**config.mk**
```make
export PLATFORM = sky130hd
export DESIGN_NAME = pattern_scan_ctrl
export DESIGN_NICKNAME = d
export VERILOG_FILES = /design/src/rtl/pattern_scan_ctrl.sv
export SDC_FILE = /design/constraint.sdc
export NUM_CORES = 1
export LEC_CHECK = 0
export BUFFER_PORTS_ARGS = -buffer_cell sky130_fd_sc_hd__buf_2
export CAP_MARGIN = 20
export CORE_UTILIZATION = 50
export CTS_CLUSTER_SIZE = 10
export DETAILED_ROUTE_END_ITERATION = 10
export PLACE_DENSITY = 0.82
export SLEW_MARGIN = 10
export SYNTH_ARGS = -nofsm -noshare
export SYNTH_HDL_FRONTEND = slang
export SYNTH_SLANG_ARGS = --single-unit
```
**constraint.sdc**
```tcl
create_clock -name clk -period 2.6 [get_ports clk]
set_input_delay 0.52 -clock clk [delete_from_list [all_inputs] [get_ports clk]]
set_output_delay 0.52 -clock clk [all_outputs]
set_load 0.02 [all_outputs]
```
**src/rtl/pattern_scan_ctrl.sv**
```systemverilog
// pattern_scan_ctrl: accepts 8-bit words over valid/ready, shifts them MSB first into
// a history register and flags overlapping matches against a runtime-programmed pattern.
module pattern_scan_ctrl #(
  parameter int unsigned PAT_W = 5,
  parameter int unsigned CNT_W = 8
) (
  input  logic             clk,
  input  logic             rst,
  input  logic             cfg_we,
  input  logic [PAT_W-1:0] cfg_pat,
  input  logic [3:0]       cfg_len,
  input  logic             in_valid,
  input  logic [7:0]       in_data,
  output logic             in_ready,
  output logic             busy,
  output logic             hit,
  output logic [CNT_W-1:0] hit_cnt,
  input  logic             clr_cnt
);

  localparam logic [3:0]       LenMax = 4'(PAT_W);
  localparam logic [PAT_W-1:0] PatRst = PAT_W'(5'b10110);
  localparam logic [3:0]       LenRst = (PAT_W < 5) ? 4'(PAT_W) : 4'd5;

  typedef enum logic [0:0] {StIdle, StShift} state_e;

  state_e             state_q, state_d;
  logic [7:0]         data_q, data_d;
  logic [2:0]         bit_idx_q, bit_idx_d;
  logic [PAT_W-1:0]   hist_q, hist_d;
  logic [3:0]         fill_q, fill_d;
  logic [PAT_W-1:0]   pat_q, pat_d;
  logic [3:0]         len_q, len_d;
  logic               hit_q, hit_d;
  logic [CNT_W-1:0]   cnt_q, cnt_d;

  logic               accept;
  logic               consume;
  logic               cfg_ok;
  logic               bit_in;
  logic [PAT_W:0]     hist_ext;
  logic [PAT_W-1:0]   hist_next;
  logic [3:0]         fill_next;
  logic [PAT_W-1:0]   len_mask;
  logic               match;

  // Datapath: next history, fill level and match decision for the bit consumed this cycle.
  always_comb begin
    in_ready  = (state_q == StIdle) || (bit_idx_q == 3'd0);
    busy      = (state_q == StShift);
    accept    = in_valid && in_ready;
    consume   = (state_q == StShift);
    cfg_ok    = cfg_we && (state_q == StIdle);
    bit_in    = data_q[bit_idx_q];
    hist_ext  = {hist_q, bit_in};
    hist_next = hist_ext[PAT_W-1:0];
    fill_next = (fill_q == LenMax) ? fill_q : fill_q + 4'd1;
    len_mask  = '0;
    for (int unsigned i = 0; i < PAT_W; i++) begin
      len_mask[i] = (i < 32'(len_q));
    end
    match = consume && (len_q != 4'd0) && (fill_next >= len_q) &&
            (((hist_next ^ pat_q) & len_mask) == '0);
  end

  // Control FSM, configuration and counter next-state.
  always_comb begin
    state_d   = state_q;
    data_d    = data_q;
    bit_idx_d = bit_idx_q;
    hist_d    = hist_q;
    fill_d    = fill_q;
    pat_d     = pat_q;
    len_d     = len_q;
    hit_d     = match;
    cnt_d     = cnt_q;

    unique case (state_q)
      StIdle: begin
        if (accept) begin
          state_d   = StShift;
          data_d    = in_data;
          bit_idx_d = 3'd7;
        end
      end
      StShift: begin
        bit_idx_d = bit_idx_q - 3'd1;
        if (bit_idx_q == 3'd0) begin
          if (accept) begin
            data_d    = in_data;
            bit_idx_d = 3'd7;
          end else begin
            state_d = StIdle;
          end
        end
      end
      default: state_d = StIdle;
    endcase

    // History only advances in SHIFT; config writes only land in IDLE, so these never collide.
    if (consume) begin
      hist_d = hist_next;
      fill_d = fill_next;
    end
    if (cfg_ok) begin
      pat_d  = cfg_pat;
      len_d  = (cfg_len > LenMax) ? LenMax : cfg_len;
      hist_d = '0;
      fill_d = 4'd0;
      hit_d  = 1'b0;
    end

    if (clr_cnt) begin
      cnt_d = '0;
    end else if (match && (cnt_q != {CNT_W{1'b1}})) begin
      cnt_d = cnt_q + 1'b1;
    end
  end

  // State registers with asynchronous active-high reset.
  always_ff @(posedge clk or posedge rst) begin
    if (rst) begin
      state_q   <= StIdle;
      data_q    <= '0;
      bit_idx_q <= 3'd0;
      hist_q    <= '0;
      fill_q    <= 4'd0;
      pat_q     <= PatRst;
      len_q     <= LenRst;
      hit_q     <= 1'b0;
      cnt_q     <= '0;
    end else begin
      state_q   <= state_d;
      data_q    <= data_d;
      bit_idx_q <= bit_idx_d;
      hist_q    <= hist_d;
      fill_q    <= fill_d;
      pat_q     <= pat_d;
      len_q     <= len_d;
      hit_q     <= hit_d;
      cnt_q     <= cnt_d;
    end
  end

  assign hit     = hit_q;
  assign hit_cnt = cnt_q;

endmodule
```
Yosys cells after proc, flatten, opt, wreduce, memory -nomap -nowiden
Index checks and enable logic that the tools add are counted.
- flip-flop bits (word level): 38
- bits in latches: 0
- memory bits (writable): 0
- bits in read-only memories: 0
- input bits: 22
- logic and storage cells: 60
- memories: 0
- add/sub/neg operators: 3
- $mul: 0
- div/mod/pow operators: 0
- magnitude comparators: 8
- equal/unequal tests: 4
- shift-type cells: 0
- muxes and demuxes: 21
- bitwise logic cells: 3
- reductions and logical operators: 12
- operator list (cell ; number):
    8-bit 2-to-1 mux ; 4
    4-bit 2-to-1 mux ; 6
    8-bit one-hot mux with 2 select lines ; 1
    3-bit 2-to-1 mux ; 3
    8-bit by 1-bit adder with 8-bit output (second input constant) ; 1
    1-bit by 4-bit less-than comparator with 1-bit output (first input constant) ; 2
    2-bit by 4-bit less-than comparator with 1-bit output (first input constant) ; 2
    8-bit != test (second input constant) ; 1
    1-bit logical AND ; 6
    3-bit one-hot mux with 2 select lines ; 1
    5-bit AND ; 1
    5-bit zero test ; 1
    5-bit bitwise XOR ; 1
    4-bit by 1-bit adder with 4-bit output (second input constant) ; 1
    4-bit by 3-bit == test with 1-bit output (second input constant) ; 1
    4-bit >= comparator ; 1
    4-bit by 3-bit greater-than comparator with 1-bit output (second input constant) ; 1
    3-bit by 4-bit less-than comparator with 1-bit output (first input constant) ; 1
    3-bit by 4-bit less-than comparator with 1-bit output (second input constant) ; 1
    1-bit 2-to-1 mux ; 4
    2-bit nonzero test ; 2
    4-bit nonzero test ; 1
    1-bit binary-select mux with 3-bit select ; 1
    3-bit zero test ; 1
    other kinds (6) ; 6

Longest topological paths before layout
- depth after elaboration: 9
- gate-level depth with buffers: 11
- mapped depth without buffers: 10

Worst setup path after synthesis
OpenSTA, ideal clock, no wires.
- path type: flip-flop to flip-flop
- start point: register fill_q[1]
- end point: register cnt_q[0] (netlist: hit_cnt[0])
- setup time: 128 ps
- data arrival time: 2689 ps
- path slack: -217 ps
- stages on the path, launching flop included: 12
- buffers on the path: 1
- period minus slack after synthesis: 2817 ps
- cell sequence: dfrtp_1 -> inv_1 -> ha_1 -> nand3b_1 -> xnor2_1 -> ha_1 -> nand2b_1 -> a2111oi_0 -> or4_1 -> buf_1 -> nor4b_2 -> mux2_1
- longest elaborated chain between the ends: 7
- RTL lines (element ; RTL line ; text):
    start: declaration ; 31 ; logic [3:0] fill_q, fill_d;
    start signal: assignment ; 137 ; fill_q <= fill_d;
    4-bit by 1-bit adder with 4-bit output / 4-bit by 3-bit == test with 1-bit output (equally long branches) ; 57 ; fill_next = (fill_q == LenMax) ? fill_q : fill_q + 4'd1;
    4-bit 2-to-1 mux (*) ; 57 ;
    4-bit >= comparator (*) ; 62 ; match = consume && (len_q != 4'd0) && (fill_next >= len_q) &&
    1-bit logical AND (*) (2 in a row) ; 62 ;
    1-bit logical AND (*) ; 115 ; end else if (match && (cnt_q != {CNT_W{1'b1}})) begin
    2-bit nonzero test (no source line) (*) ; n/a ;
    end signal: assignment ; 141 ; cnt_q <= cnt_d;
    end: declaration ; 35 ; logic [CNT_W-1:0] cnt_q, cnt_d;
Every way passes the cells marked *; elsewhere a longest branch is shown, timed or not.
A chain may end at the register's enable or synchronous reset.

Worst setup path after layout
- start point: register fill_q[1]
- end point: register cnt_q[4] (netlist: hit_cnt[4])
The elaborated chain is that of the path after synthesis.

==> run summary <==
Min Hold Slack: 0.328 ns
Hold Vio Cnt, Final: 0
Reg clk slew, reported paths: 0.07 ns
Initial DRC Count: 77
Main combinational cell family by area after synthesis: simple AND/OR/NAND/NOR gates
Pwr dens: 1290 nW/um^2
Clock tree from TritonCTS: built
Failing checks: setup timing
Worst min path class: in2async
Port Buffers: 32
Worst Skew: 0.00755 ns
Period utilization: 109%
Synth cell types: 40
Drt total wl: 4.18 mm
GP Congestion: 0.822
H-tree depth: 2
Ys Warns: 0
Largest net degree at the start of global routing: 39
Die area: 4350 um^2
Worst-Skew Late Latency: 0.29 ns
Area Growth Syn to Fin: 27.0%
Initial core utilization: 53.9%
WL met1: 1.88 mm
WP data required: 2.77 ns
Post-synthesis sequential area ratio: 46.8%
Reg-to-Reg Start: fill_q[1]$_DFFE_PP0P_
TritonCTS Sinks: 38
Met2 wire len: 2.05 mm
CP Launch Type: flop
Number of global-route vias before repair: 1524
Initial antenna violation count: 0
Num ports: 33
Synthesized Nets: 219
Run status: complete, but fails checks
Register area: 958 um^2
Critical path type: reg2reg
Commonest non-fill, non-tap cells in the layout: 33 x buf_2, 32 x dfrtp_1, 13 x nand2_1
Mapped Cells: 188
Pleak: 1.21 nW
Gr usage total: 19.9%
Mapped Area: 2050 um^2
CTS hold repair buffers: 0
Num rows: 22
Post-synth ARST share: 100%
Simple-Gate Fraction of Synth Area: 17.6%
Die extent in x: 66.0 um
Antenna Violating Nets Remaining: 0
Final setup violation count: 8
Worst Tran Pin Value: 0.726 ns
R2r setup slk: -0.24 ns
Core box area: 3800 um^2
Post-layout min period: 2.84 ns
First-pass GRT wire length: 6.47 mm
Placed Area: 2320 um^2
Number of flops mapped to enable cells by yosys: 0
Post-Synth Adder-Cell Area: 5.50%
Area of the multi-input gates: 1140 um^2
Total number of vias: 1587
Crit. End Element: flop
Crit path DAT: 3.01 ns
GRT overflow: 0
DP Cell Count: 271
F_max: 352 MHz
Fin util: 68.4%
# fillers: 284
Avg Cell Area, Syn: 10.9 um^2
Final Slew Violations: 0
Highest routed layer: met4
Synth Area in Compound Gates: 9.11%
RSZ-0062 raised after global routing: true
Met3 wire len: 176 um
Yosys reg bits: 38
# Max-Cap Violations: 0
Total power: 3.36 mW
Share of layout cells above drive strength 1: 34.9%
CTS Buf Count: 5
IR drop worst, VDD: 0.695 mV
Die height: 66.0 um
CTS max path bufs: 2
# diodes: 0
Xor-xnor portion of the synthesized cell area: 3.36%
Setup ws final: -0.243 ns
CP Max Fanout: 5
Final Cell Area: 2600 um^2
Dominant synthesized flop cell: dfrtp_1
Number of cells on the worst reg-to-reg path: 11
DR DRC count: 0
DR vias/cell: 5.61
Net count, final: 265
Hpwl dp: 2.71 mm
Final Non-Filler Cells: 283
R2R Path End: hit_cnt[4]$_DFFE_PP0P_
Root buffer cell: clkbuf_8
Multiplexer area fraction after synthesis: 15.0%
Rel. slew slack: 51.4%
Most common cell after layout, fill and taps aside: buf_2
WL/cell: 14.8 um
Drt pass-1 iters: 4
## cells in the mapped netlist (4+ instances only)
| master | number | area share [%] |
|---|---|---|
| dfrtp_1 | 33 | 40 |
| mux2_1 | 13 | 7.2 |
| nand2_1 | 13 | 2.4 |
| nand2b_1 | 12 | 3.7 |
| nor2_1 | 10 | 1.8 |
| ha_1 | 9 | 5.5 |
| inv_1 | 8 | 1.5 |
| a21oi_1 | 7 | 1.7 |
| o21ai_0 | 7 | 1.7 |
| nor3_1 | 6 | 1.5 |
| clkbuf_1 | 5 | 0.92 |
| dfstp_2 | 5 | 6.4 |
| mux2_2 | 5 | 2.8 |
| nor2b_1 | 5 | 1.5 |
| nor4_1 | 4 | 1.2 |
| xnor2_1 | 4 | 1.7 |
## sequential cells by signal, summed over array words and instances, names as in the netlist
name,count
bit_idx_q,3
busy,1
data_q,8
fill_q,4
hist_q,4
hit,1
hit_cnt,8
len_q,4
pat_q,5
## area by class of cell
cell class / count / area share [%]
clock inverter: 2 / 2.31
sequential: 38 / 36.9
inverter: 8 / 1.16
timing repair buffer: 45 / 10.1
tap: 48 / 2.31
multi-input combinational: 136 / 44.1
clock buffer: 6 / 3.18
## metal layers
| metal | global-route usage (%) | vias up |
|---|---|---|
| met4 | 9.57 | 0 |
| met1 | 24.7 | 770 |
| met3 | 5.52 | 9 |
| met5 | 0 | - |
| li1 | - | 764 |
| met2 | 32.0 | 44 |
## worst max-delay path: stages (launching register included)
cell and delay (ns):
dfrtp_1 0.41, inv_2 0.09, ha_4 0.13, nand3b_1 0.18, xnor2_1 0.19, ha_1 0.28
nand2b_4 0.11, a2111oi_2 0.06, or4_4 0.49, buf_2 0.18, nor4_2 0.23, mux2_1 0.35
## cell families (layout without fill, tap and decap cells)
logic type,after synthesis,count (layout)
DFF,38,38
adders and majority gates,9,9
AOI/OAI and AO/OA,30,30
muxes,24,24
xor gates and xnor gates,7,7
and+or+nand+nor,66,66
buffers and inverters,14,61
## stage by stage
| step | setup WS, ns | TNS (ns) |
|---|---|---|
| 3_5_place_dp | -0.302 | -1.69 |
| 3_3_place_gp | -0.151 | -1.03 |
| 2_1_floorplan | -0.0593 | -0.319 |
| 6_report | -0.243 | -1.49 |
| 5_1_grt | -0.306 | -2.15 |
| 4_1_cts | -0.179 | -1.31 |
## power breakdown
group          switching [mW]  internal [mW]
Clock                   0.210          0.409
Combinational           0.860          0.821
Sequential              0.208          0.852
Total                    1.28           2.08
## worst max-delay path by stage
stage | start | to | slack, ns | depth (start not counted)
floorplan | fill_q[1]$_DFFE_PP0P_ | hit_cnt[0]$_DFFE_PP0P_ | -0.06 | 11
global placement | fill_q[1]$_DFFE_PP0P_ | hit_cnt[3]$_DFFE_PP0P_ | -0.15 | 11
detailed placement | fill_q[1]$_DFFE_PP0P_ | hit_cnt[2]$_DFFE_PP0P_ | -0.30 | 11
CTS | fill_q[0]$_DFFE_PP0P_ | hit_cnt[4]$_DFFE_PP0P_ | -0.18 | 10
global route | fill_q[1]$_DFFE_PP0P_ | hit_cnt[3]$_DFFE_PP0P_ | -0.31 | 11
finish | fill_q[1]$_DFFE_PP0P_ | hit_cnt[4]$_DFFE_PP0P_ | -0.24 | 11
## repair_timing
item | in CTS | in global routing
cloned | 0 | 1
pin swaps | 1 | 5
gates resized for setup | 6 | 16
setup endpoints to repair | 8 | 8
buffers inserted | 1 | 2
Power figures use the tool's default switching activity.
